### config.mk
export PLATFORM = sky130hd
export DESIGN_NAME = nibble_serial_adder
export DESIGN_NICKNAME = d
export VERILOG_FILES = /design/src/rtl/nibble_serial_adder.sv
export SDC_FILE = /design/constraint.sdc
export NUM_CORES = 1
export LEC_CHECK = 0
export CORE_MARGIN = 2
export CORE_UTILIZATION = 47
export DETAILED_ROUTE_END_ITERATION = 12
export MAX_ROUTING_LAYER = met4
export PLACE_DENSITY_LB_ADDON = 0.05
export SLEW_MARGIN = 20
export SYNTH_ARGS = -nofsm -noshare
export SYNTH_HDL_FRONTEND = slang
export SYNTH_SLANG_ARGS = --single-unit
### constraint.sdc
create_clock -name clk -period 2.1 [get_ports clk]
set_input_delay 0.42 -clock clk [delete_from_list [all_inputs] [get_ports clk]]
set_output_delay 0.42 -clock clk [all_outputs]
set_load 0.05 [all_outputs]
### src/rtl/nibble_serial_adder.sv
// Wide adder built from one external 4-bit adder, one nibble per clock.
// Optional SUB_EN macro adds in_sub for subtraction (a - b) via ~b + 1.
module nibble_serial_adder #(
    parameter int WIDTH = 16
) (
    input  logic             clk,
    input  logic             rst,
    input  logic             in_valid,
    output logic             in_ready,
    input  logic [WIDTH-1:0] in_a,
    input  logic [WIDTH-1:0] in_b,
    input  logic             in_cin,
`ifdef SUB_EN
    input  logic             in_sub,
`endif
    output logic             out_valid,
    input  logic             out_ready,
    output logic [WIDTH-1:0] out_sum,
    output logic             out_cout,
    output logic             busy,
    output logic [3:0]       nib_a,
    output logic [3:0]       nib_b,
    output logic             nib_cin,
    input  logic [3:0]       nib_sum,
    input  logic             nib_cout
);

    localparam int NIB = WIDTH / 4;
    localparam int IW  = (NIB > 1) ? $clog2(NIB) : 1;
    localparam logic [IW-1:0] LAST = IW'(NIB - 1);

    if ((WIDTH % 4) != 0 || WIDTH < 4) begin : g_bad_width
        $error("WIDTH must be a positive multiple of 4");
    end

    typedef enum logic [1:0] {
        S_IDLE,
        S_RUN,
        S_DONE
    } state_t;

    state_t           state_q;
    logic [IW-1:0]    idx_q;
    logic             carry_q;
    logic [WIDTH-1:0] a_q;
    logic [WIDTH-1:0] b_q;
    logic [WIDTH-1:0] sum_q;
    logic [WIDTH-1:0] sum_d;
    logic             cout_q;
    logic             carry_init;
    logic [3:0]       b_nib;

`ifdef SUB_EN
    logic             sub_q;

    assign carry_init = in_sub ? 1'b1 : in_cin;
    assign b_nib      = sub_q ? ~b_q[{idx_q, 2'b00} +: 4]
                              :  b_q[{idx_q, 2'b00} +: 4];
`else
    assign carry_init = in_cin;
    assign b_nib      = b_q[{idx_q, 2'b00} +: 4];
`endif

    assign in_ready  = (state_q == S_IDLE);
    assign out_valid = (state_q == S_DONE);
    assign busy      = (state_q != S_IDLE);
    assign out_sum   = sum_q;
    assign out_cout  = cout_q;

    // The external adder sees only the current nibble; zero it when idle.
    always_comb begin
        nib_a   = 4'h0;
        nib_b   = 4'h0;
        nib_cin = 1'b0;
        sum_d   = sum_q;
        sum_d[{idx_q, 2'b00} +: 4] = nib_sum;
        if (state_q == S_RUN) begin
            nib_a   = a_q[{idx_q, 2'b00} +: 4];
            nib_b   = b_nib;
            nib_cin = carry_q;
        end
    end

    always_ff @(posedge clk) begin
        if (rst) begin
            state_q <= S_IDLE;
            idx_q   <= '0;
            carry_q <= 1'b0;
            a_q     <= '0;
            b_q     <= '0;
            sum_q   <= '0;
            cout_q  <= 1'b0;
`ifdef SUB_EN
            sub_q   <= 1'b0;
`endif
        end else begin
            unique case (state_q)
                S_IDLE: begin
                    if (in_valid) begin
                        a_q     <= in_a;
                        b_q     <= in_b;
                        carry_q <= carry_init;
                        idx_q   <= '0;
`ifdef SUB_EN
                        sub_q   <= in_sub;
`endif
                        state_q <= S_RUN;
                    end
                end
                S_RUN: begin
                    sum_q   <= sum_d;
                    carry_q <= nib_cout;
                    if (idx_q == LAST) begin
                        cout_q  <= nib_cout;
                        idx_q   <= '0;
                        state_q <= S_DONE;
                    end else begin
                        idx_q <= idx_q + IW'(1);
                    end
                end
                S_DONE: begin
                    if (out_ready) begin
                        state_q <= S_IDLE;
                    end
                end
                default: state_q <= S_IDLE;
            endcase
        end
    end

endmodule

Word level (Yosys, flattened, before mapping)
Cells that the tools add are included.
- add/subtract/negate cells: 2
- reduce and logical (&&, ||, !) cells: 7
- shifts and indexed selects: 4
- magnitude comparators: 0
- divide/modulo/power cells: 0
- eq/ne operators: 6
- multiplexer cells: 13
- multipliers: 0
- bitwise logic cells: 0
- operators by type and width (operator ; count):
    16-bit by 5-bit indexed part select with 4-bit output ; 2
    16-bit bitwise mux ; 1
    4-bit by 6-bit variable shift with 16-bit output (first input constant) ; 1
    4-bit by 6-bit indexed part select with 16-bit output ; 1
    2-bit two-way mux ; 5
    4-bit two-way mux ; 2
    4-bit negator with 6-bit output ; 1
    2-bit one-hot mux with 3 select lines ; 1
    2-bit AND reduction ; 3
    2-bit equality test (second input constant) ; 2
    2-bit by 1-bit != test with 1-bit output (second input constant) ; 2
    2-bit one-hot mux with 2 select lines ; 1
    2-bit nonzero test ; 2
    3-bit AND reduction ; 1
    2-bit by 1-bit adder with 2-bit output (second input constant) ; 1
    2-bit by 1-bit equality test with 1-bit output (second input constant) ; 1
    2-bit zero test ; 1
    1-bit two-way mux ; 2
    2-bit != test (second input constant) ; 1
    1-bit one-hot mux with 2 select lines ; 1
- output and inout bits: 29
- register bits after elaboration: 54
- bits in latches: 0
- memories kept: 0
- RAM bits: 0
- input bits: 42
- ROM bits: 0

Longest topological paths before layout
Gate-level depths: netlist (run 1).
- word-level depth: 3
- mapped depth: 7

Worst setup path before layout (run 1)
No wires, ideal clock.
- path type: reg-to-output
- start point: register idx_q[0]
- end point: output port nib_a[0]
- slack: 0.270 ns
- data required time: 1.680 ns
- arrival: 1.410 ns
- stages on the path, launching flop included: 5
- path buffers: 2
- cells stage by stage: dfxtp_1 buf_6 buf_12 mux4_2 and2_1
- cells in the longest elaborated chain, start to end: 2
- ends and longest elaborated chain (item ; RTL line ; RTL):
    from (decl) ; 43 ; logic [IW-1:0] idx_q;
    from (signal assigned) ; 118 ; idx_q <= idx_q + IW'(1);
    16-bit by 5-bit indexed part select with 4-bit output ; 78 ; nib_a = a_q[{idx_q, 2'b00} +: 4];
    4-bit two-way mux ; 77 ; if (state_q == S_RUN) begin
    to (decl) ; 21 ; output logic [3:0] nib_a,
Every way passes these cells.

Worst setup path after layout (run 1)
Ends and elaborated chain as after synthesis.

==> results of run 1 <==
flip-flops by register name, indices dropped and copies added, names as in the netlist:
register,flops
idx_q,2
out_cout,1
state_q,2
out_sum,16
a_q,16
carry_q,1
b_q,16
how the worst max path moves through the flow:
| stage | slack, ns | to | from | cells after the start |
|---|---|---|---|---|
| CTS | -0.009 | nib_b[2] | idx_q[0]$_SDFFE_PP0P_ | 4 |
| floorplan | 0.27 | nib_a[0] | idx_q[0]$_SDFFE_PP0P_ | 4 |
| global placement | 0.27 | idx_q[1]$_SDFFE_PP0P_ | in_valid | 5 |
| global route | -0.005 | nib_a[2] | idx_q[0]$_SDFFE_PP0P_ | 4 |
| detailed placement | 0.25 | nib_b[0] | idx_q[0]$_SDFFE_PP0P_ | 4 |
| finish | 0.06 | nib_a[0] | idx_q[0]$_SDFFE_PP0P_ | 4 |
power by group:
part           internal [W]  switching (W)  total, W  leakage [nW]
combinational      0.000212       0.000215  0.000427         0.746
clock              0.000508       0.000342  0.000850        0.0714
sequential          0.00107      0.0000230   0.00109         0.441
total               0.00179       0.000580   0.00237          1.26
routing by layer:
metal | vias up | part of all wire (%)
met1 | 1000 | 44
li1 | 1069 | -
met3 | 8 | 4.4
met4 | 0 | 1.6
met2 | 54 | 50
met5 | - | 0
kinds of logic (layout without fill, tap and decap cells):
group	Yosys count	after routing	synth area share, %
AND/OR/NAND/NOR	126	126	26.2
AO/OA/AOI/OAI	56	56	12.7
flip-flops	54	54	45.0
buffers and inverters	24	95	5.21
multiplexers	8	8	8.28
adder cells (fa/ha/maj)	5	5	2.60
worst max-delay path, cell delays in order, from the launching register on:
cell and delay [ns]:
dfxtp_2 0.35, buf_6 0.13, mux4_2 0.49, and2_4 0.18
buf_12 0.14
area by class of cell:
cell class | instances | area [um2]
clock buffer | 6 | 82.6
clock inverter | 2 | 60.1
fill | 443 | 1560
inverter | 4 | 15.0
multi-input combinational | 195 | 1200
sequential | 54 | 1080
tap | 70 | 87.6
timing repair buffer | 83 | 921
layout by cell type, fill, tap and decap left out, types with 2 or more instances in the layout:
master,instances
clkbuf_8,6
nand2_1,79
nor4b_4,2
nor2_1,8
nor2b_1,2
buf_12,12
a32oi_1,4
ha_1,5
inv_1,4
and2_4,8
bufinv_16,2
nand3b_1,4
nand3_1,5
nand4_1,8
mux4_2,8
nand2b_1,3
dfxtp_1,53
buf_6,2
clkdlybuf4s50_1,57
and4bb_2,2
buf_4,11
a21oi_1,48
what timing repair did:
| item | in CTS | in global routing |
|---|---|---|
| buffers inserted | 1 | 0 |
| gates resized for setup | 6 | 10 |
| setup endpoints to repair | 5 | 8 |
| gates cloned | 0 | 0 |
| pin swaps | 0 | 1 |
metrics by stage:
step	setup TNS [ns]	worst slack (ns)	instances
finish	0	0.0643	414
floorplan	0	0.270	273
global route	-0.00721	-0.00477	414
detailed placement	0	0.246	405
global placement	0	0.266	405
CTS	-0.0162	-0.00934	414
==> key figures, run 1 <==
STA
  – Post-route clock period utilization: 96.9%
  – Worst hold margin: 0.456 ns
  – Hold Vio Cnt, Final: 0
  – Fmax: 0.491 GHz
  – Clock Skew: 0.00652 ns
  – Slew Limit Fails: 0
  – Final Setup Violations: 0
  – Max-slew headroom: 66.4%
  – Worst-Margin Slew: 0.502 ns
  – Tmin final: 2.04 ns

GRT
  – Met1 Track Usage GR: 25.1%
  – Global-route wire length before repair: 8800 um
  – Pin count of the biggest net entering global routing: 35
  – Overflow after GRT: 0
  – Gr usage total: 20.9%
  – Initial antenna violation count: 0
  – Met3 Track Usage GR: 4.37%
  – Met2 Track Usage GR: 34.8%
  – Vias in the first global route: 1987
  – Global routing's busiest layer: met2

Worst hold path
  – Min-delay src: out_sum[13]$_SDFFE_PP0P_
  – Hold path depth: 2
  – Hold Crit Endpoint: out_sum[13]$_SDFFE_PP0P_
  – HP Class: reg2reg

Synth
  – Register area share after synthesis: 45.0%
  – Ys flop type: dfxtp_1
  – Syn Area/Cell: 8.80 um2
  – Most instantiated library cell after synthesis: nand2_1
  – Mapped Cells: 273
  – Synth cell count leaders: nand2_1 (79), dfxtp_1 (54), a21oi_1 (48)
  – Post-synth cell types: 30
  – Net Count, Synth: 320
  – Yosys warning count: 0
  – EDFF count, synth: 0
  – Synth top area cells: dfxtp_1 (45%), nand2_1 (12%), a21oi_1 (10%)
  – Synth Register Bits: 54
  – Mapped cell area: 0.00240 mm2
  – Post-synth ARST share: 0%
  – Largest area contributor in the netlist: dfxtp_1
  – Top cell type's share of synthesized area: 45.0%

Clock tree
  – Clk Latency, worst-skew pair: 0.31 ns
  – Reg clk slew, reported paths: 0.09 ns
  – TritonCTS Sinks: 54
  – H-tree Lvls: 2
  – Maximum root-to-sink buffer count: 2
  – Root Driver: clkbuf_8
  – Cts bufs inserted: 5
  – # hold bufs at CTS: 0
  – CTS tree: built

Pwr
  – Total power: 0.00237 W
  – Leak: 1.26 nW
  – Max VDD drop: 0.348 mV
  – PD cells: 687 mW/mm2

Final layout
  – Post-route cell area: 0.00345 mm2
  – Area Growth Syn to Fin: 43.7%
  – N_diodes: 0
  – Fin nets: 390
  – Layout Utilization: 68.9%
  – Layout cell share with drive strength beyond 1: 16.9%

Floorplanning
  – Die Y: 75.5 um
  – Die area: 0.00570 mm2
  – Placement Rows: 26
  – Die W: 75.5 um
  – Core area: 0.00501 mm2
  – Ports: 71
  – Starting Density: 48.0%

Placement
  – Port bufs: 70
  – Area post-placement: 0.00329 mm2
  – DPL Wire Length: 3860 um
  – Final GP Congestion: 0.772

Worst setup path
  – CP Max Fanout: 5
  – Crit path launch type: flip-flop
  – R2R cell count: 7
  – CP required: 1.68 ns
  – WP data arrival: 1.62 ns
  – Crit path kind: reg2out
  – Worst R2R Setup Slack: 0.27 ns
  – R2R Path Start: idx_q[0]$_SDFFE_PP0P_
  – Worst r2r dst: out_sum[13]$_SDFFE_PP0P_
  – Critical Path End Type: output pin

Routing
  – Routed Antenna Nets: 0
  – Per-cell routed wire length: 13.0 um
  – First-pass DRT Iterations: 4
  – # DRC: 0
  – Vias per cell: 5.15
  – Iter 0 DRT Violations: 119
  – DR vias: 2131
  – Total Wirelength: 5400 um

Run
  – Max cap viols: 0

Outcome
  – Status: finished clean
Note: power is estimated with default switching activity, not from simulation.
==> run 2, diff against run 1 <==
--- a/config.mk
+++ b/config.mk
@@ -5,7 +5,8 @@
 export SDC_FILE = /design/constraint.sdc
 export NUM_CORES = 1
 export LEC_CHECK = 0
-export CORE_MARGIN = 2
+export CAP_MARGIN = 20
+export CORE_MARGIN = 4
 export CORE_UTILIZATION = 47
 export DETAILED_ROUTE_END_ITERATION = 12
 export MAX_ROUTING_LAYER = met4
==> key figures, run 2 (synthesis gave the netlist of run 1 again) <==
Clock tree
  – # hold bufs at CTS: 0
  – H-tree Lvls: 2
  – Clk Latency, worst-skew pair: 0.30 ns
  – TritonCTS Sinks: 54
  – Maximum root-to-sink buffer count: 2
  – Cts bufs inserted: 5
  – CTS tree: built
  – Reg clk slew, reported paths: 0.09 ns
  – Root Driver: clkbuf_8

STA
  – Worst-Margin Slew: 0.542 ns
  – Final Setup Violations: 0
  – Setup TNS: 0 ns
  – RSZ-0062 raised after global routing: true
  – Post-route clock period utilization: 97.4%
  – Slew Limit Fails: 0
  – Fmax: 0.489 GHz
  – Clock Skew: 0.00755 ns
  – Setup WS post-layout: 0.0554 ns
  – Hold Vio Cnt, Final: 0
  – Max-slew headroom: 63.8%
  – Tmin final: 2.04 ns

Floorplanning
  – Ports: 71
  – Core area: 0.00485 mm2
  – Placement Rows: 25
  – Die W: 79.5 um
  – Die Y: 79.5 um
  – Starting Density: 49.6%
  – Die area: 0.00632 mm2

Final layout
  – Commonest non-fill, non-tap cell in the layout: nand2_1
  – Area Growth Syn to Fin: 41.4%
  – Most frequent cells in the layout: nand2_1 (79), clkdlybuf4s50_1 (57), dfxtp_1 (53), a21oi_1 (48), buf_12 (12)
  – Layout cell share with drive strength beyond 1: 16.4%
  – Layout Utilization: 70.1%
  – Fin nets: 387
  – Layout filler cell count: 418
  – Post-route cell area: 0.00340 mm2
  – N_diodes: 0

Worst hold path
  – Hold Crit Endpoint: out_sum[14]$_SDFFE_PP0P_
  – HP Class: reg2reg
  – Hold path depth: 2
  – Min-delay src: out_sum[14]$_SDFFE_PP0P_

Worst setup path
  – CP Max Fanout: 6
  – Max incr delay on CP: 0.50 ns
  – Worst r2r dst: out_sum[12]$_SDFFE_PP0P_
  – Critical Path End Type: output pin
  – CP Cell Sequence: buf_8 -> mux4_2 -> and2_4 -> buf_12
  – Crit path kind: reg2out
  – Worst path slowest cell: mux4_2
  – WP data arrival: 1.62 ns
  – Crit path launch type: flip-flop
  – R2R Path Start: idx_q[0]$_SDFFE_PP0P_
  – Worst R2R Setup Slack: 0.27 ns
  – R2R cell count: 7
  – CP required: 1.68 ns

Pwr
  – Total power: 0.00219 W
  – Leak: 1.23 nW
  – Max VDD drop: 0.368 mV
  – PD cells: 644 mW/mm2

Routing
  – DR vias: 2112
  – Iter 0 DRT Violations: 64
  – Total Wirelength: 5500 um
  – Routed Antenna Nets: 0
  – # DRC: 0
  – Vias per cell: 5.18
  – Per-cell routed wire length: 13.5 um
  – First-pass DRT Iterations: 4

Placement
  – Area post-placement: 0.00327 mm2
  – Post-place setup slack: 0.222 ns
  – DPL Wire Length: 3800 um
  – Final GP Congestion: 0.767
  – Port bufs: 70

GRT
  – Initial antenna violation count: 0
  – Vias in the first global route: 2100
  – Global-route wire length before repair: 9170 um
  – Pin count of the biggest net entering global routing: 55
  – Overflow after GRT: 0
  – Gr usage total: 18.6%

Run
  – Max cap viols: 0

Outcome
  – Status: finished clean
-- run 2: cell count changes in the layout (fill, tap and decap cells not counted), sizes merged --
cell    before  now
buf         26   23
bufinv       2    1
clkbuf       6    5
clkinv       0    2
-- run 2: how the worst max path moves through the flow --
stage	start	endpoint	slack (ns)	cells past startpoint
4_1_cts	idx_q[0]$_SDFFE_PP0P_	nib_b[3]	-0.004	4
2_1_floorplan	idx_q[0]$_SDFFE_PP0P_	nib_a[0]	0.27	4
3_3_place_gp	in_valid	idx_q[1]$_SDFFE_PP0P_	0.24	5
5_1_grt	idx_q[0]$_SDFFE_PP0P_	nib_a[3]	-0.01	4
6_report	idx_q[0]$_SDFFE_PP0P_	nib_a[3]	0.06	4
3_5_place_dp	in_valid	idx_q[1]$_SDFFE_PP0P_	0.22	5
-- run 2: repair_timing --
item,4_1_cts,5_1_grt
pin swaps,0,0
gates resized for setup,9,9
buffers inserted,1,0
setup endpoints to repair,8,8
-- run 2: layer usage --
metal	wire, um	GRT usage (%)
met3	349	4.85
met2	2740	33.1
met1	2350	20.0
met4	65	6.19
met5	0	-
-- run 2: final cells by class --
class                           instances  area [um2]  share of cell area (%)
Multi-Input combinational cell        195        1210                    35.5
Tap cell                               67        83.8                    2.47
Clock buffer                            5        68.8                    2.02
Inverter                                4        15.0                   0.442
Clock inverter                          3        40.0                    1.18
Timing Repair Buffer                   80         902                    26.5
Sequential cell                        54        1080                    31.8
-- run 2: per-stage QoR --
step | instances | hold slack, ns
finish | 408 | 0.456
global route | 408 | 0.471
CTS | 408 | 0.459
detailed placement | 399 | 0.445
global placement | 399 | 0.439
floorplan | 273 | 0.432
-- run 2: worst max-delay path: cells and delay by family (launching register included) --
family	cells	cell delay [ns]
DFF	1	0.36
buffers and inverters	2	0.28
muxes	1	0.50
and+or+nand+nor	1	0.18
-- run 2: power by group --
| group | total, W | switching, W | internal, W |
|---|---|---|---|
| logic | 0.000421 | 0.000212 | 0.000210 |
| clock network | 0.000673 | 0.000322 | 0.000351 |
| registers | 0.00110 | 0.0000242 | 0.00107 |
| total | 0.00219 | 0.000558 | 0.00163 |
==> run 3, diff against run 2 <==
--- a/config.mk
+++ b/config.mk
@@ -5,6 +5,7 @@
 export SDC_FILE = /design/constraint.sdc
 export NUM_CORES = 1
 export LEC_CHECK = 0
+export ABC_CLOCK_PERIOD_IN_PS = 2100
 export CAP_MARGIN = 20
 export CORE_MARGIN = 4
 export CORE_UTILIZATION = 47
==> results of run 3 <==
The final DEF is identical to that of run 2; final timing and power are the same.
